`src/rtl/rv_wb_pkg.sv`:
```
// Shared types and constants for the write-back stage.
package rv_wb_pkg;

    typedef enum logic [1:0] {
        SEL_PC_PLUS4 = 2'd0,
        SEL_ALU_OUT  = 2'd1,
        SEL_DMEM     = 2'd2
    } t_sel_wb;

    typedef enum logic {
        IDLE     = 1'b0,
        WAIT_RSP = 1'b1
    } t_wb_state;

    localparam logic [2:0] LB  = 3'b000;
    localparam logic [2:0] LH  = 3'b001;
    localparam logic [2:0] LW  = 3'b010;
    localparam logic [2:0] LBU = 3'b100;
    localparam logic [2:0] LHU = 3'b101;

endpackage

```
`src/rtl/rv_wb_ld_align.sv`:
```
// Load formatter: selects byte/half/word from an aligned word and extends it.
module rv_ld_align (
    input  logic [31:0] raw_data,
    input  logic [2:0]  funct3,
    input  logic [1:0]  off,
    output logic [31:0] ld_data
);
    import rv_wb_pkg::*;

    logic [7:0]  byte_v;
    logic [15:0] half_v;

    always_comb begin
        case (off)
            2'd0:    byte_v = raw_data[7:0];
            2'd1:    byte_v = raw_data[15:8];
            2'd2:    byte_v = raw_data[23:16];
            default: byte_v = raw_data[31:24];
        endcase
        half_v = off[1] ? raw_data[31:16] : raw_data[15:0];
    end

    // Reserved funct3 encodings fall back to a full-word load.
    always_comb begin
        case (funct3)
            LB:      ld_data = {{24{byte_v[7]}}, byte_v};
            LH:      ld_data = {{16{half_v[15]}}, half_v};
            LBU:     ld_data = {24'h0, byte_v};
            LHU:     ld_data = {16'h0, half_v};
            default: ld_data = raw_data;
        endcase
    end

endmodule

```
`src/rtl/rv_wb.sv`:
```
// Write-back stage: load formatting, D_MEM response wait/timeout, RF write port.
module rv_wb #(
    parameter int RSP_TIMEOUT = 16
) (
    input  logic        clk,
    input  logic        rst,
    input  logic        valid_Q104H,
    input  logic        rd_wr_en_Q104H,
    input  logic [4:0]  rd_addr_Q104H,
    input  logic [1:0]  sel_wb_Q104H,
    input  logic [2:0]  ld_funct3_Q104H,
    input  logic [1:0]  ld_off_Q104H,
    input  logic [31:0] pre_wb_data_Q104H,
    input  logic        dmem_rsp_valid,
    input  logic [31:0] dmem_rsp_data,
    output logic        stall_Q104H,
    output logic        rf_wr_en_Q105H,
    output logic [4:0]  rf_wr_addr_Q105H,
    output logic [31:0] rf_wr_data_Q105H,
    output logic        load_err,
    output logic        spurious_rsp
);
    import rv_wb_pkg::*;

    localparam logic [7:0] TIMEOUT_CNT = 8'(RSP_TIMEOUT);

    t_wb_state   state, state_nxt;
    logic [7:0]  cnt, cnt_nxt;
    logic        is_load;
    logic        stall_c;
    logic        timeout;
    logic        spur_nxt;
    logic        commit;
    logic [31:0] ld_data;
    logic [31:0] wb_data;

    rv_ld_align u_ld_align (
        .raw_data (dmem_rsp_data),
        .funct3   (ld_funct3_Q104H),
        .off      (ld_off_Q104H),
        .ld_data  (ld_data)
    );

    assign is_load = valid_Q104H && (t_sel_wb'(sel_wb_Q104H) == SEL_DMEM);

    always_comb begin
        state_nxt = state;
        cnt_nxt   = cnt;
        stall_c   = 1'b0;
        timeout   = 1'b0;
        spur_nxt  = dmem_rsp_valid && !is_load;
        case (state)
            IDLE: begin
                if (is_load && !dmem_rsp_valid) begin
                    stall_c   = 1'b1;
                    state_nxt = WAIT_RSP;
                    cnt_nxt   = 8'd1;
                end
            end
            default: begin
                if (!is_load) begin
                    // Flush: any response racing the flush is dropped silently.
                    state_nxt = IDLE;
                    cnt_nxt   = '0;
                    spur_nxt  = 1'b0;
                end else if (dmem_rsp_valid) begin
                    state_nxt = IDLE;
                    cnt_nxt   = '0;
                end else if (cnt == TIMEOUT_CNT) begin
                    state_nxt = IDLE;
                    cnt_nxt   = '0;
                    timeout   = 1'b1;
                end else begin
                    stall_c   = 1'b1;
                    cnt_nxt   = cnt + 8'd1;
                end
            end
        endcase
    end

    assign stall_Q104H = stall_c && !rst;
    assign commit      = valid_Q104H && !stall_c;

    always_comb begin
        wb_data = pre_wb_data_Q104H;
        if (t_sel_wb'(sel_wb_Q104H) == SEL_DMEM)
            wb_data = timeout ? '0 : ld_data;
    end

    always_ff @(posedge clk) begin
        if (rst) begin
            state <= IDLE;
            cnt   <= '0;
        end else begin
            state <= state_nxt;
            cnt   <= cnt_nxt;
        end
    end

    always_ff @(posedge clk) begin
        if (rst) begin
            rf_wr_en_Q105H   <= 1'b0;
            rf_wr_addr_Q105H <= '0;
            rf_wr_data_Q105H <= '0;
            load_err         <= 1'b0;
            spurious_rsp     <= 1'b0;
        end else begin
            rf_wr_en_Q105H <= commit && rd_wr_en_Q104H && (rd_addr_Q104H != 5'd0);
            if (commit) begin
                rf_wr_addr_Q105H <= rd_addr_Q104H;
                rf_wr_data_Q105H <= wb_data;
            end
            load_err     <= timeout;
            spurious_rsp <= spur_nxt;
        end
    end

endmodule

```
`config.mk`:
```
export PLATFORM = sky130hd
export DESIGN_NAME = rv_wb
export DESIGN_NICKNAME = d
export VERILOG_FILES = /design/src/rtl/rv_wb_pkg.sv /design/src/rtl/rv_wb_ld_align.sv /design/src/rtl/rv_wb.sv
export SDC_FILE = /design/constraint.sdc
export NUM_CORES = 1
export LEC_CHECK = 0
export BUFFER_PORTS_ARGS = -buffer_cell sky130_fd_sc_hd__buf_2
export CAP_MARGIN = 20
export CELL_PAD_IN_SITES_DETAIL_PLACEMENT = 0
export CELL_PAD_IN_SITES_GLOBAL_PLACEMENT = 1
export CORE_AREA = 2 2 94 96
export CTS_BUF_LIST = sky130_fd_sc_hd__clkbuf_8 sky130_fd_sc_hd__clkbuf_16
export CTS_CLUSTER_DIAMETER = 60
export DETAILED_ROUTE_END_ITERATION = 8
export DIE_AREA = 0 0 96 98
export PLACE_DENSITY = 0.94
export SKIP_LAST_GASP = 1
export SYNTH_ARGS = -nofsm -noshare
export SYNTH_HDL_FRONTEND = slang
export SYNTH_HIERARCHICAL = 1
export SYNTH_SLANG_ARGS = --single-unit
```
`constraint.sdc`:
```
create_clock -name clk -period 4.8 [get_ports clk]
set_clock_uncertainty 0.2 [all_clocks]
set_input_delay 0.96 -clock clk [delete_from_list [all_inputs] [get_ports clk]]
set_output_delay 0.96 -clock clk [all_outputs]
set_load 0.02 [all_outputs]
```
==> flow_summary.toml <==
[clocking]
ctsHoldBuffers = 0
cts-htree-levels = 2
cts_root_buf = "clkbuf_8"
cts_buffers = 5
clock_path_buffers = 2
clk_pin_slew_ps = 90
postCtsSetupRepairBufs = 0
clock_latency_ps = 300
cts.repair.resized = 0
clock-sinks = 49
cts_tree = "yes"

[power_and_ir_drop]
p_switching_uw = 312
p_clk_frac = 0.334
combPwrFrac = 0.246
switching_share = 0.295
p_leak_uw = 0.00166
max-vdd-ir-drop_uv = 181
powerDensity_nw_per_um2 = 279
power.internal_uw = 746
power_frac_seq = 0.420

[finish]
fin_cells = 572
final_nets = 546
area_growth_pct = 23.1
multi_input_area_um2 = 1890
regArea_um2 = 981
n_antenna_cell = 0
drive_gt1_frac = 0.349
nFillCells = 871

[logic_synthesis]
synth.avg_cell_area_um2 = 8.36
synthAdderAreaFrac = 0.00811
synth_compound_area_frac = 0.391
synth_top_family_by_area = "compound AO/OA/AOI/OAI gates"
ys_ff_latch = 49
ys_types = 43
async_flop_share = 0
yosys.area.top_type = "dfxtp_1"
synth_top_area_frac = 0.318
synth_xor_area_frac = 0.00568
synth_area_leaders = "dfxtp_1, a22oi_1, a211oi_2"
synth_warnings = 6
yosysSeqAreaShare = 0.318
yosys.area_share.simple = 0.183
synth_nets = 452
synth_edf_count = 0
ys.flop_type = "dfxtp_1"
synthMuxAreaShare = 0.0231
synthCells = 369
syn-cell-area_um2 = 3080

[sta]
timing.final.crit_share = 0.704
final-setup-viol-count = 0
finalMaxSlewViolations = 0
rsz0062_at_grt = "false"
hold_viol = 0
setup_tns_ps = 0
slew_headroom = 0.290
worstMarginPinSlew_ps = 1070
min_period_ps = 3380
max_freq_mhz = 296

[floorplanning]
coreArea_um2 = 8470
row_count = 34
die_y_um = 98
die_area_um2 = 9410
die_w_um = 96
start_util = 0.364
io_pins = 122

[setup_path]
cp_slowest_cell = "nand4bb_1"
path_buf_inv = 3
cp-start-kind = "primary input"
critPathCaptureType = "output pin"
cp_max_fo = 36
crit_top_cell = "buf_2"
crit_required_ps = 3640
path_delay_family = "buffers and inverters"
critical_path.max_stage_delay_ps = 350
critPathKind = "in -> out"
path_cells = "buf_2 > buf_4 > nand4bb_1 > a311oi_1 > buf_2"
arrival_ps = 2220

[route]
viasPerCell = 5.62
vias = 3214
postRouteAntennaNets = 0
finalWirelength_mm = 9.42
drt_iter0_markers = 227
route.detailed.drc = 0
dr.pass1.iters = 4
wl_per_cell_um = 16.5

[run]
drv_cap = 0

[grt]
grtUsageTotal = 0.198
grt_max_degree = 51
grt_pass1_vias = 3000
grt_remaining_overflow = 0
grt_pass1_wl_mm = 14.9
antenna_found_initial = 0

[place]
portBuffers = 121
hpwl_mm = 6.91
dp_cells = 564
gp_congestion = 0.906

[hold_path]
hold_path.class = "reg -> reg"

[run_status]
status = "finished, final reports clean"
## flip-flops by register name, summed over array words and instances, names as in the netlist
| register | count |
|---|---|
| cnt | 8 |
| rf_wr_addr_Q105H | 5 |
| load_err | 1 |
| state | 1 |
| rf_wr_en_Q105H | 1 |
| spurious_rsp | 1 |
| rf_wr_data_Q105H | 32 |
## power by group through the flow
stage / Combinational [uW] / Clock, uW / Sequential [uW]
floorplan: 139 / 0 / 484
global placement: 256 / 0 / 454
detailed placement: 259 / 0 / 454
CTS: 260 / 366 / 445
global route: 284 / 379 / 448
finish: 260 / 354 / 445
## tightest hold or removal path, cell delays in order (launching register included)
cell      delay [ps]
dfxtp_1          320
nand2b_1          60
mux2i_1           60
## metrics by stage
step	cell area, um2	util	power (uW)	setup slack, ps	hold WS (ps)
floorplan	3080	-	623	1740	250
global placement	3650	0.431	710	1470	257
detailed placement	3660	0.432	713	1430	269
CTS	3800	0.449	1070	1430	283
global route	3800	0.449	1110	1310	299
finish	3800	0.449	1060	1420	279
## path summary, 6_finish.rpt
kind | from | end | depth (start not counted) | slack (ps)
max | valid_Q104H | stall_Q104H | 5 | 1420
min | rf_wr_addr_Q105H[3] | rf_wr_addr_Q105H[3] | 2 | 280
max reg2reg | cnt[2] | rf_wr_en_Q105H | 4 | 2330
min reg2reg | rf_wr_addr_Q105H[3] | rf_wr_addr_Q105H[3] | 2 | 280
## metal layers
layer | up-vias | routed length (um) | track usage
met1 | 1493 | 4230 | 0.284
li1 | 1571 | - | -
met2 | 136 | 4370 | 0.305
met3 | 14 | 667 | 0.0324
met4 | 0 | 158 | 0.0527
met5 | - | 0 | 0
## synthesized netlist by cell type, types with 2 or more instances
library cell,count
a22oi_1,39
a311oi_1,2
a211oi_2,21
buf_2,9
and3_1,3
or3_1,2
a21oi_1,35
a22o_1,2
a221o_1,8
nand3_1,4
nor2_1,4
a31oi_1,5
and4bb_2,2
mux2i_1,6
buf_6,5
o21ai_0,24
dfxtp_1,49
nand2_1,38
a211oi_1,14
nor3_1,4
o21ai_1,4
ha_1,2
inv_1,6
clkbuf_1,23
a41oi_1,2
nor2b_1,20
nand2b_1,20
## layout by cell type (no fill, tap or decap), types with 2 or more instances in the layout
| cell type | Yosys | final |
|---|---|---|
| nand2b_1 | 20 | 20 |
| ha_1 | 2 | 2 |
| or3_1 | 2 | 2 |
| buf_4 | 1 | 4 |
| nand2_1 | 38 | 38 |
| and4bb_2 | 2 | 2 |
| a211oi_1 | 14 | 14 |
| a22oi_1 | 39 | 39 |
| nor2b_1 | 20 | 20 |
| mux2i_1 | 6 | 6 |
| nand3_1 | 4 | 4 |
| a311oi_1 | 2 | 2 |
| a221o_1 | 8 | 8 |
| a21oi_1 | 35 | 35 |
| nor3_1 | 4 | 4 |
| inv_1 | 6 | 6 |
| clkbuf_8 | 0 | 5 |
| a31oi_1 | 5 | 5 |
| bufinv_16 | 0 | 2 |
| a41oi_1 | 2 | 2 |
| dfxtp_1 | 49 | 49 |
| o21ai_0 | 24 | 24 |
| buf_2 | 9 | 121 |
| a211oi_2 | 21 | 21 |
| o21ai_1 | 4 | 4 |
| nor2_1 | 4 | 4 |
| a22o_1 | 2 | 2 |
| and3_1 | 3 | 3 |
## cells by family (layout without fill, tap and decap cells)
| kind of cell | count (synthesis) | in the layout |
|---|---|---|
| multiplexers | 7 | 7 |
| AO/OA/AOI/OAI | 162 | 162 |
| buffers and inverters | 44 | 139 |
| flip-flops | 49 | 49 |
| adder cells (fa/ha/maj) | 2 | 2 |
| AND/OR/NAND/NOR | 103 | 103 |
| XOR/XNOR | 2 | 2 |
## cell type report
class | instances | area share
well taps | 108 | 0.0356
clock buffers | 5 | 0.0181
flip-flops and latches | 49 | 0.258
inverters | 6 | 0.00593
repair buffers | 125 | 0.167
clock inverters | 3 | 0.0181
multi-input cells | 276 | 0.497
No activity file was read; power rests on OpenSTA's default activity.
